## config.mk

```make
export PLATFORM = sky130hd
export DESIGN_NAME = apb_slave_mem
export DESIGN_NICKNAME = d
export VERILOG_FILES = /design/src/rtl/apb_slave_mem.sv
export SDC_FILE = /design/constraint.sdc
export NUM_CORES = 2
export LEC_CHECK = 0
export CORE_MARGIN = 8
export CORE_UTILIZATION = 35
export DETAILED_ROUTE_END_ITERATION = 16
export GPL_ROUTABILITY_DRIVEN = 1
export GPL_TIMING_DRIVEN = 0
export HOLD_SLACK_MARGIN = 0.12
export SYNTH_ARGS = -nofsm -noshare
export SYNTH_HDL_FRONTEND = slang
export SYNTH_SLANG_ARGS = --single-unit
```

## constraint.sdc

```tcl
create_clock -name i_pclk -period 67 [get_ports i_pclk]
set_input_delay 6.7 -clock i_pclk [delete_from_list [all_inputs] [get_ports i_pclk]]
set_output_delay 6.7 -clock i_pclk [all_outputs]
set_load 0.02 [all_outputs]
```

## src/rtl/apb_slave_mem.sv

```systemverilog
// APB3 completer with a local register-file memory.
// Programmable wait states, PSLVERR on out-of-range, sticky protocol flag.
module apb_slave_mem #(
    parameter int AW          = 8,
    parameter int DW          = 8,
    parameter int DEPTH       = 200,
    parameter int WAIT_STATES = 2
) (
    input  logic          i_pclk,
    input  logic          i_preset,
    input  logic          i_psel,
    input  logic          i_penable,
    input  logic          i_pwrite,
    input  logic [AW-1:0] i_paddr,
    input  logic [DW-1:0] i_pwdata,
    output logic [DW-1:0] o_prdata,
    output logic          o_pready,
    output logic          o_pslverr,
    output logic          o_proto_err
);

    localparam int CW = (WAIT_STATES < 1) ? 1 : $clog2(WAIT_STATES + 1);
    localparam logic [CW-1:0] CNT_LOAD = CW'(WAIT_STATES);
    localparam logic [CW-1:0] CNT_ONE  = CW'(1);
    localparam bit ZERO_WAIT = (WAIT_STATES == 0);

    typedef enum logic [1:0] {
        S_IDLE   = 2'd0,
        S_SETUP  = 2'd1,
        S_ACCESS = 2'd2
    } state_t;

    // The register only ever holds IDLE or ACCESS. SETUP is the bus
    // cycle itself, decoded from the inputs, so the capture lands on
    // its exiting edge and a zero-wait pready can appear in ACCESS 1.
    state_t          r_state;
    state_t          w_state_nxt;
    state_t          w_phase;

    logic [CW-1:0]   r_cnt;
    logic [CW-1:0]   w_cnt_nxt;

    logic [AW-1:0]   r_addr;
    logic            r_write;
    logic [DW-1:0]   r_wdata;
    logic            r_oor;

    logic            r_pready;
    logic            r_pslverr;
    logic [DW-1:0]   r_prdata;
    logic            r_proto_err;

    logic [DW-1:0]   r_mem [DEPTH];

    logic            w_capture;
    logic            w_rdy_nxt;
    logic            w_complete;
    logic            w_viol;
    logic            w_in_oor;
    logic [AW-1:0]   w_sel_addr;
    logic            w_sel_write;
    logic            w_sel_oor;
    logic [DW-1:0]   w_rd_word;
    logic            w_commit;

    function automatic logic is_oor(input logic [AW-1:0] a);
        return (32'(a) >= 32'(DEPTH));
    endfunction

    // Phase decode, next state, counter and handshake decisions.
    always_comb begin
        w_phase     = S_IDLE;
        w_state_nxt = S_IDLE;
        w_cnt_nxt   = r_cnt;
        w_capture   = 1'b0;
        w_rdy_nxt   = 1'b0;
        w_complete  = 1'b0;
        w_viol      = 1'b0;

        if (r_state == S_ACCESS) begin
            w_phase = S_ACCESS;
        end else if (i_psel && !i_penable) begin
            w_phase = S_SETUP;
        end else begin
            w_phase = S_IDLE;
        end

        unique case (w_phase)
            S_IDLE: begin
                w_state_nxt = S_IDLE;
                if (i_psel && i_penable) begin
                    w_viol = 1'b1;
                end
            end
            S_SETUP: begin
                w_capture   = 1'b1;
                w_cnt_nxt   = CNT_LOAD;
                w_state_nxt = S_ACCESS;
                if (ZERO_WAIT) begin
                    w_rdy_nxt = 1'b1;
                end
            end
            S_ACCESS: begin
                if (!i_psel || !i_penable) begin
                    w_viol      = 1'b1;
                    w_cnt_nxt   = '0;
                    w_state_nxt = S_IDLE;
                end else if (r_pready) begin
                    w_complete  = 1'b1;
                    w_state_nxt = S_IDLE;
                end else begin
                    w_state_nxt = S_ACCESS;
                    if (r_cnt <= CNT_ONE) begin
                        w_rdy_nxt = 1'b1;
                        w_cnt_nxt = '0;
                    end else begin
                        w_cnt_nxt = r_cnt - CNT_ONE;
                    end
                end
            end
            default: begin
                w_state_nxt = S_IDLE;
            end
        endcase
    end

    // Response operands: live bus values on the capture edge, else the
    // values latched during SETUP.
    always_comb begin
        w_in_oor    = is_oor(i_paddr);
        w_sel_addr  = w_capture ? i_paddr  : r_addr;
        w_sel_write = w_capture ? i_pwrite : r_write;
        w_sel_oor   = w_capture ? w_in_oor : r_oor;
        w_commit    = w_complete && r_write && !r_oor;
        w_rd_word   = '0;
        if (!w_sel_oor) begin
            w_rd_word = r_mem[w_sel_addr];
        end
    end

    // State register.
    always_ff @(posedge i_pclk or posedge i_preset) begin
        if (i_preset) begin
            r_state <= S_IDLE;
        end else begin
            r_state <= w_state_nxt;
        end
    end

    // Wait-state counter.
    always_ff @(posedge i_pclk or posedge i_preset) begin
        if (i_preset) begin
            r_cnt <= '0;
        end else begin
            r_cnt <= w_cnt_nxt;
        end
    end

    // Latch the request on the SETUP exit edge; later bus changes are ignored.
    always_ff @(posedge i_pclk or posedge i_preset) begin
        if (i_preset) begin
            r_addr  <= '0;
            r_write <= 1'b0;
            r_wdata <= '0;
            r_oor   <= 1'b0;
        end else if (w_capture) begin
            r_addr  <= i_paddr;
            r_write <= i_pwrite;
            r_wdata <= i_pwdata;
            r_oor   <= w_in_oor;
        end
    end

    // Registered pready/pslverr for one cycle; read data loaded alongside.
    always_ff @(posedge i_pclk or posedge i_preset) begin
        if (i_preset) begin
            r_pready  <= 1'b0;
            r_pslverr <= 1'b0;
            r_prdata  <= '0;
        end else begin
            r_pready  <= w_rdy_nxt;
            r_pslverr <= w_rdy_nxt && w_sel_oor;
            if (w_rdy_nxt && !w_sel_write) begin
                r_prdata <= w_rd_word;
            end
        end
    end

    // Sticky protocol-violation flag.
    always_ff @(posedge i_pclk or posedge i_preset) begin
        if (i_preset) begin
            r_proto_err <= 1'b0;
        end else if (w_viol) begin
            r_proto_err <= 1'b1;
        end
    end

    // Memory: cleared by reset, written only on an in-range completion.
    always_ff @(posedge i_pclk or posedge i_preset) begin
        if (i_preset) begin
            for (int i = 0; i < DEPTH; i++) begin
                r_mem[i] <= '0;
            end
        end else if (w_commit) begin
            r_mem[r_addr] <= r_wdata;
        end
    end

    assign o_pready    = r_pready  && i_psel;
    assign o_pslverr   = r_pslverr && i_psel;
    assign o_prdata    = r_prdata;
    assign o_proto_err = r_proto_err;

endmodule

```

==> results.toml <==
[sta]
period_share = 0.221
hold_viol = 0
max_freq_ghz = 0.0676
setup-violations-final = 0
fin_worst_skew_ps = 57.2
fin_setup_tns_ps = 0
slew_headroom = -0.176
slew_violations = 286
grt_setup_unrepaired = "false"
layout_setup_ws_ps = 52210
worst_pin_slew_ps = 1760
fin_crit_ps = 14790

[setup_path]
cp-end-kind = "output pin"
worst-r2r-setup-slack_ps = 60160
path_delay_family = "buffers and inverters"
max_stage_delay_ps = 610
crit_path_cell_trace = "clkdlybuf4s50_1 -> and2_1 -> clkdlybuf4s50_1"
crit_type = "in2out"
reg2reg_depth = 10
startpoint = "i_psel"
cp_num_buf_inv = 2
cp.arrival_ps = 8090
crit_path_start_kind = "input pin"
cp-endpoint = "o_pslverr"
crit_fanout = 8
rr_endpoint = "o_prdata[5]"
cp.required_ps = 60300
crit_path_top_delay_cell = "clkdlybuf4s50_1"
cp.depth = 3
regToRegStartpoint = "r_state[1]"
cp_common_cell = "clkdlybuf4s50_1"

[synthesis]
synth_top_area_share = 0.538
yosys_warnings = 0
syn_area_um2 = 75900
yosys.area.top_type = "dfrtp_1"
synth_fp_nets = 6621
synth-async-reset-ratio = 1.00
synth-seq-area-share = 0.538
synthDistinctLibCells = 61
synthFlopType = "dfrtp_1"
synth_area_leaders = "dfrtp_1 54%, mux2_2 24%, nand2_1 6.7%"
synth.avg_cell_area_um2 = 11.5
synth_edf_count = 0
synth_seq_cells = 1632
synthCells = 6600

[cts]
tritoncts = "built"
h-tree-depth = 4
cts_hold_buf = 0
cts_buffers = 181
ctsResizeCount = 0
cts_buffer_depth = 3
clock_tree.root_cell = "clkbuf_16"
worst_skew_pair.late_latency_ps = 890
cts_setup_buffers = 0
clock_sinks = 1632
cts.clk_slew.worst_paths_ps = 50

[global_routing]
grt_max_degree = 130
antenna_found_initial = 70
grt_util_all_layers = 0.314
grt_pass1_wl_mm = 501
gr-total-overflow = 0
grt_pass1_vias = 58400

[place]
postPlaceCellArea_um2 = 80500
post-place-ws_ps = 52200
gp_congestion = 1.07
numPortBuffers = 30
dp_hpwl_mm = 270

[route]
via_per_inst = 6.21
wl_per_cell_um = 37.9
ant_nets = 0
route.detailed.drc = 0
wl_mm = 375
drt_iter0_drc = 9595
dr.pass1.iters = 9
vias = 61500

[cells_and_area]
fin_util = 0.402
final_common_cell = "dfrtp_1"
final_cell_area_um2 = 86900
layout-drive-gt1-share = 0.308
nets = 6866
layout_common_cells = "1,632 x dfrtp_1, 1,605 x mux2_2, 1,350 x nand2_1, 494 x nand3_1, 308 x clkbuf_1"
synthToLayoutAreaGrowth_pct = 14.5

[die]
dieHeight_um = 482
initial_utilization = 0.351
rows = 171
pin_count = 32
die_x_um = 482
die_area_um2 = 232000
core_um2 = 216000

[status]
status = "complete, but fails checks"
violations = "max-capacitance violations, max-slew violations"

[pwr]
p_total_uw = 2650
pwr_density_cell_nw_per_um2 = 30.6
peakVddDrop_v = 0.0000280
leakagePower_uw = 0.0409

[hold_path]
hold_path_class = "reg2reg"

[flow_run]
cap_violations = 28
## per-stage QoR
step           hold slack (ps)  cells
2_1_floorplan              455   6600
3_3_place_gp               462   9484
3_5_place_dp               466   9514
4_1_cts                    480   9848
5_1_grt                    499   9852
6_report                   473   9893
## metal layers
layer	global-route usage	vias up	share of wire
met5	0	-	0.00091
met4	0.223	18	0.087
met3	0.110	1286	0.13
met2	0.442	4555	0.41
met1	0.399	31700	0.38
li1	-	23900	-
## how the worst min path moves through the flow
stage,startpoint,end,cells past startpoint
final,o_proto_err,o_proto_err,1
after global routing,r_cnt[1],r_pready,1
after CTS,o_proto_err,o_proto_err,1
after detailed placement,o_proto_err,o_proto_err,1
after global placement,o_proto_err,o_proto_err,1
after floorplan,r_cnt[1],r_pready,1
## worst reg2reg max path: stages (launching register included)
cell      delay [ps]
dfrtp_1          370
buf_6            140
nor3b_4          590
mux2i_2         1080
inv_1            530
nor2_2           960
nand2_1          680
a21oi_1         1230
nor3_1           160
o211ai_1         610
a32oi_1          300
## where the power goes
part	leakage (µW)	internal [µW]	total (µW)	switching, µW
Sequential	0.0228	988	992	3.83
Clock	0.00307	602	1050	449
Combinational	0.0151	89.6	611	522
Total	0.0409	1680	2650	974
## cell usage after synthesis (14+ instances only)
library cell and count:
a311oi_1 23, clkbuf_1 301, a32oi_1 31, buf_2 130
mux2_2 1605, nor3_1 28, o21ai_0 32, nand2_1 1350
a21oi_1 118, nand4_1 51, o211ai_1 28, a211oi_1 88
a31oi_1 107, o22ai_1 20, mux2i_1 223, dfrtp_1 1632
inv_1 51, nand3_1 494, a22oi_1 17, nor4_1 14
nor2_1 83, o2111ai_1 15, nand2b_1 14, buf_1 43
## flip-flops by register name, indices dropped and copies added (netlist names), 2 cells and up
| register | cells |
|---|---|
| r_addr | 8 |
| r_mem | 1600 |
| o_prdata | 8 |
| r_wdata | 8 |
| r_cnt | 2 |
## area by class of cell
class                           instances  area [µm²]
Sequential cell                      1632       40800
Clock inverter                         55         764
Clock buffer                          279        5450
Tap cell                             2854        3570
Timing Repair Buffer                   62         965
Inverter                               54         215
Antenna cell                           43         108
Buffer                                491        2160
Multi-Input combinational cell       4423       32800
Fill cell                           20600      129000
## logic make-up (layout without fill, tap and decap cells)
| group | Yosys count | count (layout) | synth area share |
|---|---|---|---|
| buffers and inverters | 545 | 941 | 0.0303 |
| AOI/OAI and AO/OA | 527 | 527 | 0.0472 |
| DFF | 1632 | 1632 | 0.538 |
| and+or+nand+nor | 2058 | 2058 | 0.114 |
| muxes | 1837 | 1837 | 0.270 |
| other | 0 | 43 | 0 |
| xor gates and xnor gates | 1 | 1 | 0.000115 |
Note: power is estimated with default switching activity, not from simulation.
